`src/rtl/pipe_cache_pkg.sv`:
```
// Shared definitions for the pipe_cache block: controller state encoding
// and the width-derivation helper used to split addresses.
package pipe_cache_pkg;

  typedef enum logic [1:0] {
    CS_IDLE  = 2'd0,
    CS_FILL  = 2'd1,
    CS_WRITE = 2'd2
  } cache_state_t;

  // Number of address bits needed to select one of 'value' entries.
  function automatic int log2_f(input int value);
    return $clog2(value);
  endfunction

endpackage

```
`src/rtl/pipe_cache_if.sv`:
```
// CPU-side and memory-side handshake bundle of one pipe_cache instance.
// The slave modport is the cache; the master modport is the CPU/memory environment.
interface pipe_cache_if #(
  parameter int WORD_SIZE = 16
);
  logic                 c_readM;
  logic                 c_writeM;
  logic [WORD_SIZE-1:0] c_address;
  logic [WORD_SIZE-1:0] c_wdata;
  logic [WORD_SIZE-1:0] c_rdata;
  logic                 c_ready;
  logic                 m_readM;
  logic                 m_writeM;
  logic [WORD_SIZE-1:0] m_address;
  logic [WORD_SIZE-1:0] m_wdata;
  logic [WORD_SIZE-1:0] m_rdata;
  logic                 m_ready;

  modport slave (
    input  c_readM, c_writeM, c_address, c_wdata, m_rdata, m_ready,
    output c_rdata, c_ready, m_readM, m_writeM, m_address, m_wdata
  );

  modport master (
    output c_readM, c_writeM, c_address, c_wdata, m_rdata, m_ready,
    input  c_rdata, c_ready, m_readM, m_writeM, m_address, m_wdata
  );
endinterface

```
`src/rtl/pipe_cache_perf_counter.sv`:
```
// Saturating performance counter: counts enabled cycles and sticks at all-ones.
module cache_perf_counter #(
  parameter int CNT_WIDTH = 16
) (
  input  logic                 clk,
  input  logic                 rst_n,
  input  logic                 en,
  output logic [CNT_WIDTH-1:0] count
);

  // Advance on enable unless already saturated
  always_ff @(posedge clk or negedge rst_n) begin
    if (!rst_n) begin
      count <= '0;
    end else if (en && (count != {CNT_WIDTH{1'b1}})) begin
      count <= count + CNT_WIDTH'(1);
    end
  end

endmodule

```
`src/rtl/pipe_cache.sv`:
```
// Direct-mapped, write-through, no-write-allocate cache between one CPU port
// and a word-serial backing memory. Read hits complete in the same cycle;
// misses refill the whole line word by word while c_ready holds the CPU.
module pipe_cache
  import pipe_cache_pkg::*;
#(
  parameter int WORD_SIZE  = 16,
  parameter int LINE_WORDS = 4,
  parameter int NUM_LINES  = 4,
  parameter int CNT_WIDTH  = 16
) (
  input  logic                 Clk,
  input  logic                 Reset_N,
  pipe_cache_if.slave          bus,
  output logic [CNT_WIDTH-1:0] num_access,
  output logic [CNT_WIDTH-1:0] num_hit
);

  localparam int OFF_W = log2_f(LINE_WORDS);
  localparam int IDX_W = log2_f(NUM_LINES);
  localparam int TAG_W = WORD_SIZE - OFF_W - IDX_W;

  cache_state_t         state_r, state_nxt_s;
  logic [OFF_W-1:0]     fcnt_r;
  logic [NUM_LINES-1:0] valid_r;
  logic [TAG_W-1:0]     tag_r  [NUM_LINES];
  logic [WORD_SIZE-1:0] data_r [NUM_LINES][LINE_WORDS];
  logic                 fill_done_r;

  logic [OFF_W-1:0]     off_s;
  logic [IDX_W-1:0]     idx_s;
  logic [TAG_W-1:0]     tag_s;
  logic                 hit_s;
  logic                 miss_start_s, fill_word_s, fill_last_s, write_done_s;
  logic                 access_done_s, first_hit_s;
  logic                 c_ready_s, m_readM_s, m_writeM_s;
  logic [WORD_SIZE-1:0] c_rdata_s, m_address_s, m_wdata_s;

  assign off_s = bus.c_address[OFF_W-1:0];
  assign idx_s = bus.c_address[OFF_W +: IDX_W];
  assign tag_s = bus.c_address[WORD_SIZE-1 -: TAG_W];
  assign hit_s = valid_r[idx_s] && (tag_r[idx_s] == tag_s);

  // Writes take priority when both request lines are (illegally) high
  assign miss_start_s  = (state_r == CS_IDLE) && !bus.c_writeM && bus.c_readM && !hit_s;
  assign fill_word_s   = (state_r == CS_FILL) && bus.m_ready;
  assign fill_last_s   = fill_word_s && (fcnt_r == OFF_W'(LINE_WORDS - 1));
  assign write_done_s  = (state_r == CS_WRITE) && bus.m_ready;
  assign access_done_s = c_ready_s && (bus.c_readM || bus.c_writeM);
  // A hit that follows this request's own refill is not a first-presentation hit
  assign first_hit_s   = (state_r == CS_IDLE) && !bus.c_writeM && bus.c_readM && hit_s && !fill_done_r;

  // Next-state and handshake outputs; memory side is quiet in IDLE
  always_comb begin
    state_nxt_s = state_r;
    c_ready_s   = 1'b0;
    c_rdata_s   = '0;
    m_readM_s   = 1'b0;
    m_writeM_s  = 1'b0;
    m_address_s = '0;
    m_wdata_s   = '0;
    case (state_r)
      CS_IDLE: begin
        if (bus.c_writeM) begin
          state_nxt_s = CS_WRITE;
        end else if (bus.c_readM && hit_s) begin
          c_ready_s = 1'b1;
          c_rdata_s = data_r[idx_s][off_s];
        end else if (bus.c_readM) begin
          state_nxt_s = CS_FILL;
        end else begin
          state_nxt_s = CS_IDLE;
        end
      end
      CS_FILL: begin
        m_readM_s   = 1'b1;
        m_address_s = {tag_s, idx_s, fcnt_r};
        if (fill_last_s) begin
          state_nxt_s = CS_IDLE;
        end else begin
          state_nxt_s = CS_FILL;
        end
      end
      CS_WRITE: begin
        m_writeM_s  = 1'b1;
        m_address_s = bus.c_address;
        m_wdata_s   = bus.c_wdata;
        if (bus.m_ready) begin
          c_ready_s   = 1'b1;
          state_nxt_s = CS_IDLE;
        end else begin
          state_nxt_s = CS_WRITE;
        end
      end
      default: begin
        state_nxt_s = CS_IDLE;
      end
    endcase
  end

  assign bus.c_ready   = c_ready_s;
  assign bus.c_rdata   = c_rdata_s;
  assign bus.m_readM   = m_readM_s;
  assign bus.m_writeM  = m_writeM_s;
  assign bus.m_address = m_address_s;
  assign bus.m_wdata   = m_wdata_s;

  // Controller state register
  always_ff @(posedge Clk or negedge Reset_N) begin
    if (!Reset_N) begin
      state_r <= CS_IDLE;
    end else begin
      state_r <= state_nxt_s;
    end
  end

  // Refill word counter: advances per returned word, parked at zero in IDLE
  always_ff @(posedge Clk or negedge Reset_N) begin
    if (!Reset_N) begin
      fcnt_r <= '0;
    end else if (fill_word_s) begin
      fcnt_r <= fcnt_r + OFF_W'(1);
    end else if (state_r == CS_IDLE) begin
      fcnt_r <= '0;
    end
  end

  // Line storage: invalidate on miss, refill word by word, write-through update on hit
  always_ff @(posedge Clk or negedge Reset_N) begin
    if (!Reset_N) begin
      valid_r <= '0;
      for (int i = 0; i < NUM_LINES; i++) begin
        tag_r[i] <= '0;
        for (int j = 0; j < LINE_WORDS; j++) begin
          data_r[i][j] <= '0;
        end
      end
    end else if (miss_start_s) begin
      valid_r[idx_s] <= 1'b0;
    end else if (fill_word_s) begin
      data_r[idx_s][fcnt_r] <= bus.m_rdata;
      if (fill_last_s) begin
        tag_r[idx_s]   <= tag_s;
        valid_r[idx_s] <= 1'b1;
      end
    end else if (write_done_s && hit_s) begin
      data_r[idx_s][off_s] <= bus.c_wdata;
    end
  end

  // Remember that the pending request was satisfied by a refill
  always_ff @(posedge Clk or negedge Reset_N) begin
    if (!Reset_N) begin
      fill_done_r <= 1'b0;
    end else if (fill_last_s) begin
      fill_done_r <= 1'b1;
    end else if (access_done_s) begin
      fill_done_r <= 1'b0;
    end
  end

  cache_perf_counter #(.CNT_WIDTH(CNT_WIDTH)) u_access_cnt (
    .clk   (Clk),
    .rst_n (Reset_N),
    .en    (access_done_s),
    .count (num_access)
  );

  cache_perf_counter #(.CNT_WIDTH(CNT_WIDTH)) u_hit_cnt (
    .clk   (Clk),
    .rst_n (Reset_N),
    .en    (first_hit_s),
    .count (num_hit)
  );

endmodule

```
`src/flat_wrapper.sv`:
```
// flat-port wrapper written by rule: the top's interface ports become plain ports
module pipe_cache_flat import pipe_cache_pkg::*;
#(
  parameter int WORD_SIZE  = 16,
  parameter int LINE_WORDS = 4,
  parameter int NUM_LINES  = 4,
  parameter int CNT_WIDTH  = 16
)
  (Clk, Reset_N, num_access, num_hit, bus_c_readM, bus_c_writeM, bus_c_address, bus_c_wdata, bus_m_rdata, bus_m_ready, bus_c_rdata, bus_c_ready, bus_m_readM, bus_m_writeM, bus_m_address, bus_m_wdata);
  pipe_cache_if #(.WORD_SIZE(WORD_SIZE)) bus_i ();
  input  logic Clk;
  input  logic Reset_N;
  output logic [CNT_WIDTH-1:0] num_access;
  output logic [CNT_WIDTH-1:0] num_hit;
  input wire logic [$bits(bus_i.c_readM)-1:0] bus_c_readM;
  input wire logic [$bits(bus_i.c_writeM)-1:0] bus_c_writeM;
  input wire logic [$bits(bus_i.c_address)-1:0] bus_c_address;
  input wire logic [$bits(bus_i.c_wdata)-1:0] bus_c_wdata;
  input wire logic [$bits(bus_i.m_rdata)-1:0] bus_m_rdata;
  input wire logic [$bits(bus_i.m_ready)-1:0] bus_m_ready;
  output wire logic [$bits(bus_i.c_rdata)-1:0] bus_c_rdata;
  output wire logic [$bits(bus_i.c_ready)-1:0] bus_c_ready;
  output wire logic [$bits(bus_i.m_readM)-1:0] bus_m_readM;
  output wire logic [$bits(bus_i.m_writeM)-1:0] bus_m_writeM;
  output wire logic [$bits(bus_i.m_address)-1:0] bus_m_address;
  output wire logic [$bits(bus_i.m_wdata)-1:0] bus_m_wdata;
  assign bus_i.c_readM = bus_c_readM;
  assign bus_i.c_writeM = bus_c_writeM;
  assign bus_i.c_address = bus_c_address;
  assign bus_i.c_wdata = bus_c_wdata;
  assign bus_i.m_rdata = bus_m_rdata;
  assign bus_i.m_ready = bus_m_ready;
  assign bus_c_rdata = bus_i.c_rdata;
  assign bus_c_ready = bus_i.c_ready;
  assign bus_m_readM = bus_i.m_readM;
  assign bus_m_writeM = bus_i.m_writeM;
  assign bus_m_address = bus_i.m_address;
  assign bus_m_wdata = bus_i.m_wdata;
  pipe_cache #(.WORD_SIZE(WORD_SIZE), .LINE_WORDS(LINE_WORDS), .NUM_LINES(NUM_LINES), .CNT_WIDTH(CNT_WIDTH)) u_core (.Clk(Clk), .Reset_N(Reset_N), .bus(bus_i), .num_access(num_access), .num_hit(num_hit));
endmodule
```
`config.mk`:
```
export PLATFORM = sky130hd
export DESIGN_NAME = pipe_cache_flat
export DESIGN_NICKNAME = d
export VERILOG_FILES = /design/src/rtl/pipe_cache_pkg.sv /design/src/rtl/pipe_cache_if.sv /design/src/rtl/pipe_cache_perf_counter.sv /design/src/rtl/pipe_cache.sv /design/src/flat_wrapper.sv
export SDC_FILE = /design/constraint.sdc
export NUM_CORES = 1
export LEC_CHECK = 0
export CAP_MARGIN = 20
export CORE_MARGIN = 5
export CORE_UTILIZATION = 60
export DETAILED_ROUTE_END_ITERATION = 12
export PLACE_DENSITY_LB_ADDON = 0.2
export RECOVER_POWER = 50
export SYNTH_ARGS = -nofsm -noshare
export SYNTH_HDL_FRONTEND = slang
export SYNTH_SLANG_ARGS = --single-unit
```
`constraint.sdc`:
```
create_clock -name Clk -period 5.2 [get_ports Clk]
set_clock_uncertainty 0.2 [all_clocks]
set_input_delay 1.04 -clock Clk [delete_from_list [all_inputs] [get_ports Clk]]
set_output_delay 1.04 -clock Clk [all_outputs]
set_load 0.01 [all_outputs]
```
==> impl_metrics.py <==
metrics = {
    "timing": {
        "post-route-period-util": 0.985,
        "rsz0062_at_grt": "no",
        "fin_tns_setup_ns": 0,
        "setup_slack_ns": 0.0799,
        "report.final.hold_viol_count": 0,
        "worst_pin_slew_ns": 3.20,
        "setup-violations-final": 0,
        "max_freq_ghz": 0.195,
        "fin_crit_ns": 5.12,
        "relSlewSlack": -1.14,
        "drv_slew": 121,
    },
    "layout": {
        "fin_nets": 1855,
        "multi_input_area_sq_mm": 0.0101,
        "post_layout_nonfiller_instances": 2259,
        "area_growth_pct": 15.9,
        "drive_gt1_frac": 0.290,
        "fill_cells": 2306,
        "final_area_sq_mm": 0.0225,
        "ff_latch_area_sq_mm": 0.00863,
        "n_antenna_cell": 0,
    },
    "yosys": {
        "synth_seq_cells": 345,
        "ys_seq_area_frac": 0.444,
        "syn_nets": 1755,
        "synthCells": 1692,
        "synthesis.area_sq_mm": 0.0194,
        "synth.avg_cell_area_sq_um": 11.5,
        "ys_types": 53,
        "yosysWarnings": 0,
    },
    "global_route": {
        "grtUsageTotal": 0.309,
        "grt_pass1_vias": 14915,
        "grt_max_degree": 124,
        "globalRouteOverflowTotal": 0,
        "grt_antenna_before_repair": 2,
        "grt_pass1_wl_microns": 88300,
    },
    "clock_tree": {
        "h-tree-depth": 2,
        "clockBufferDepth": 3,
        "postCtsSetupBuffers": 0,
        "cts-root-buf": "clkbuf_16",
        "cts_buffers": 38,
        "cts.sink_count": 345,
        "cts.clk_slew.worst_paths_ns": 0.06,
        "clk_latency_ns": 0.53,
        "cts_tree": "built",
        "cts_resized": 0,
        "hold_buffers": 0,
    },
    "placement": {
        "pre_cts_slack_ns": 0.153,
        "dpl_cell_area_sq_mm": 0.0213,
        "place_congestion": 0.918,
        "post-place-cells": 2194,
        "hpwl_microns": 38700,
        "port_buffers": 135,
    },
    "drt": {
        "totalWireLength_microns": 55700,
        "drcViolationCount": 0,
        "wl_per_cell_microns": 24.7,
        "ant_nets": 0,
        "dr_total_vias": 14658,
        "first_pass_iters": 5,
        "drtIter0Drc": 1411,
        "via_per_inst": 6.49,
    },
    "pwr": {
        "powerDensity_mw_per_mm2": 311,
        "power.switching_mw": 1.95,
        "vdd.ir_drop.worst_uv": 329,
        "p_int_mw": 5.06,
        "clock_power_share": 0.400,
        "pwr-share-seq": 0.416,
        "p_leak_nw": 10.3,
        "p_comb_frac": 0.184,
        "switching_share": 0.278,
    },
    "floorplan": {
        "die_width_microns": 190,
        "core-area_sq_mm": 0.0323,
        "io_pins": 136,
        "rows": 66,
        "die_area_sq_mm": 0.0361,
        "start_util": 0.602,
        "die_h_microns": 190,
    },
    "worst_setup_path": {
        "crit_start": "bus_c_address[4]",
        "cp-end-kind": "primary output",
        "crit_required_ns": 3.96,
        "r2r-start": "u_core.state_r[1]$_DFFE_PN0P_",
        "arrival_ns": 3.88,
        "worstSetupPathType": "in -> out",
        "cp-start-kind": "input pin",
        "cp_max_fo": 21,
    },
    "outcome": {
        "status": "finished with violations",
        "violations": "max-capacitance violations, max-slew violations",
    },
    "min_path": {
        "hold_path_class": "reg -> reg",
        "min_from": "u_core.u_hit_cnt.count[15]$_DFFE_PN0P_",
    },
    "run": {
        "drv_cap": 1,
    },
}
-- sequential cells by signal (all words and copies together) (netlist names), named ones only --
name                       cells
u_core.fill_done_r             1
u_core.tag_r                  48
u_core.fcnt_r                  2
u_core.state_r                 2
u_core.data_r                256
u_core.u_hit_cnt.count        16
u_core.u_access_cnt.count     16
-- cell usage in the layout (no fill, tap or decap), drive strengths merged, types with 5 or more instances in the layout --
| master | n |
|---|---|
| dfrtp | 345 |
| mux2 | 291 |
| nand2 | 247 |
| o21ai | 205 |
| clkdlybuf4s50 | 97 |
| mux4 | 84 |
| a22o | 81 |
| buf | 74 |
| clkbuf | 63 |
| nor2 | 46 |
| dlygate4sd3 | 35 |
| and2 | 33 |
| xor2 | 31 |
| nor2b | 21 |
| nand3 | 18 |
| xnor2 | 17 |
| nor3 | 17 |
| mux2i | 15 |
| inv | 13 |
| nand4 | 10 |
| ha | 10 |
| a21oi | 10 |
| nor4 | 9 |
| nand2b | 5 |
-- metrics by stage --
stage,utilization,hold WS [ns],total power [mW]
after global routing,0.698,0.311,7.26
after CTS,0.699,0.295,7.04
after detailed placement,0.659,0.283,4.24
after floorplan,-,0.259,3.63
final,0.698,0.284,7.01
after global placement,0.659,0.277,4.22
-- metal layers --
layer | GRT usage | vias to the layer above | wire (microns)
li1 | - | 6266 | -
met1 | 0.457 | 7455 | 23600
met2 | 0.446 | 816 | 24300
met3 | 0.0917 | 121 | 6420
met4 | 0.0904 | 0 | 1490
met5 | 0 | - | 0
-- final timing paths --
path,endpoint,slack [ns],depth (start not counted)
max,bus_c_rdata[3],0.08,8
min,u_core.u_hit_cnt.count[15]$_DFFE_PN0P_,0.28,1
max reg2reg,u_core.data_r[9]$_DFFE_PN0P_,1.77,8
min reg2reg,u_core.u_hit_cnt.count[15]$_DFFE_PN0P_,0.28,1
max in group asynchronous,u_core.data_r[241]$_DFFE_PN0P_,1.39,2
min in group asynchronous,u_core.tag_r[40]$_DFFE_PN0P_,1.31,1
-- synthesized netlist by cell type (all sizes together) --
master	n	area (sq um)
a211o	1	8.76
xnor2	17	149
ha	10	125
nor3	17	85.1
o22ai	1	6.26
buf	44	330
or4	2	18.8
or3	4	25.0
a211oi	2	15.0
o21a	4	30.0
or2	1	6.26
dfrtp	345	8630
a22oi	3	22.5
clkbuf	107	402
nor4	9	56.3
o221ai	1	8.76
and3	3	18.8
mux2	291	3500
o31ai	1	7.51
nor2	46	173
nor2b	21	131
and2	33	206
nand2b	5	31.3
inv	12	45.0
xor2	31	272
a22o	81	718
nand3	18	140
nor4b	2	17.5
o21ai	205	1100
a222oi	1	10.0
a21oi	10	53.8
nand4	10	62.6
mux2i	15	150
nand2	247	927
and4	2	17.5
nor3b	1	7.51
mux4	84	1890
nand3b	1	7.51
a31oi	2	12.5
o32ai	1	8.76
a221oi	1	8.76
-- final cells by class --
| type | instances | area share |
|---|---|---|
| clock buffers | 58 | 0.0509 |
| clock inverters | 7 | 0.00616 |
| inverters | 12 | 0.00200 |
| multi-input cells | 1184 | 0.446 |
| flip-flops and latches | 345 | 0.383 |
| well taps | 442 | 0.0245 |
| repair buffers | 211 | 0.0876 |
-- power by group through the flow --
stage	combinational, mW	clock (mW)	sequential, mW
finish	1.29	2.81	2.91
global route	1.39	2.95	2.92
floorplan	0.714	0	2.92
detailed placement	1.29	0	2.95
CTS	1.30	2.83	2.91
global placement	1.27	0	2.95
-- cell families after synthesis --
group | count (synthesis) | share of synthesized area
multiplexers | 390 | 0.285
buffers and inverters | 163 | 0.0400
AND/OR/NAND/NOR | 422 | 0.0993
XOR/XNOR | 48 | 0.0216
AO/OA/AOI/OAI | 314 | 0.104
adder cells (fa/ha/maj) | 10 | 0.00643
flip-flops | 345 | 0.444
-- worst max-delay path, cell delays in order --
cell             delay (ns)
dlygate4sd3_1          0.72
xnor2_1                0.12
or4_1                  0.52
a21oi_2                0.22
nand4_1                0.17
buf_12                 0.20
nor2b_1                0.27
clkdlybuf4s50_1        0.60
Power figures use the tool's default switching activity.
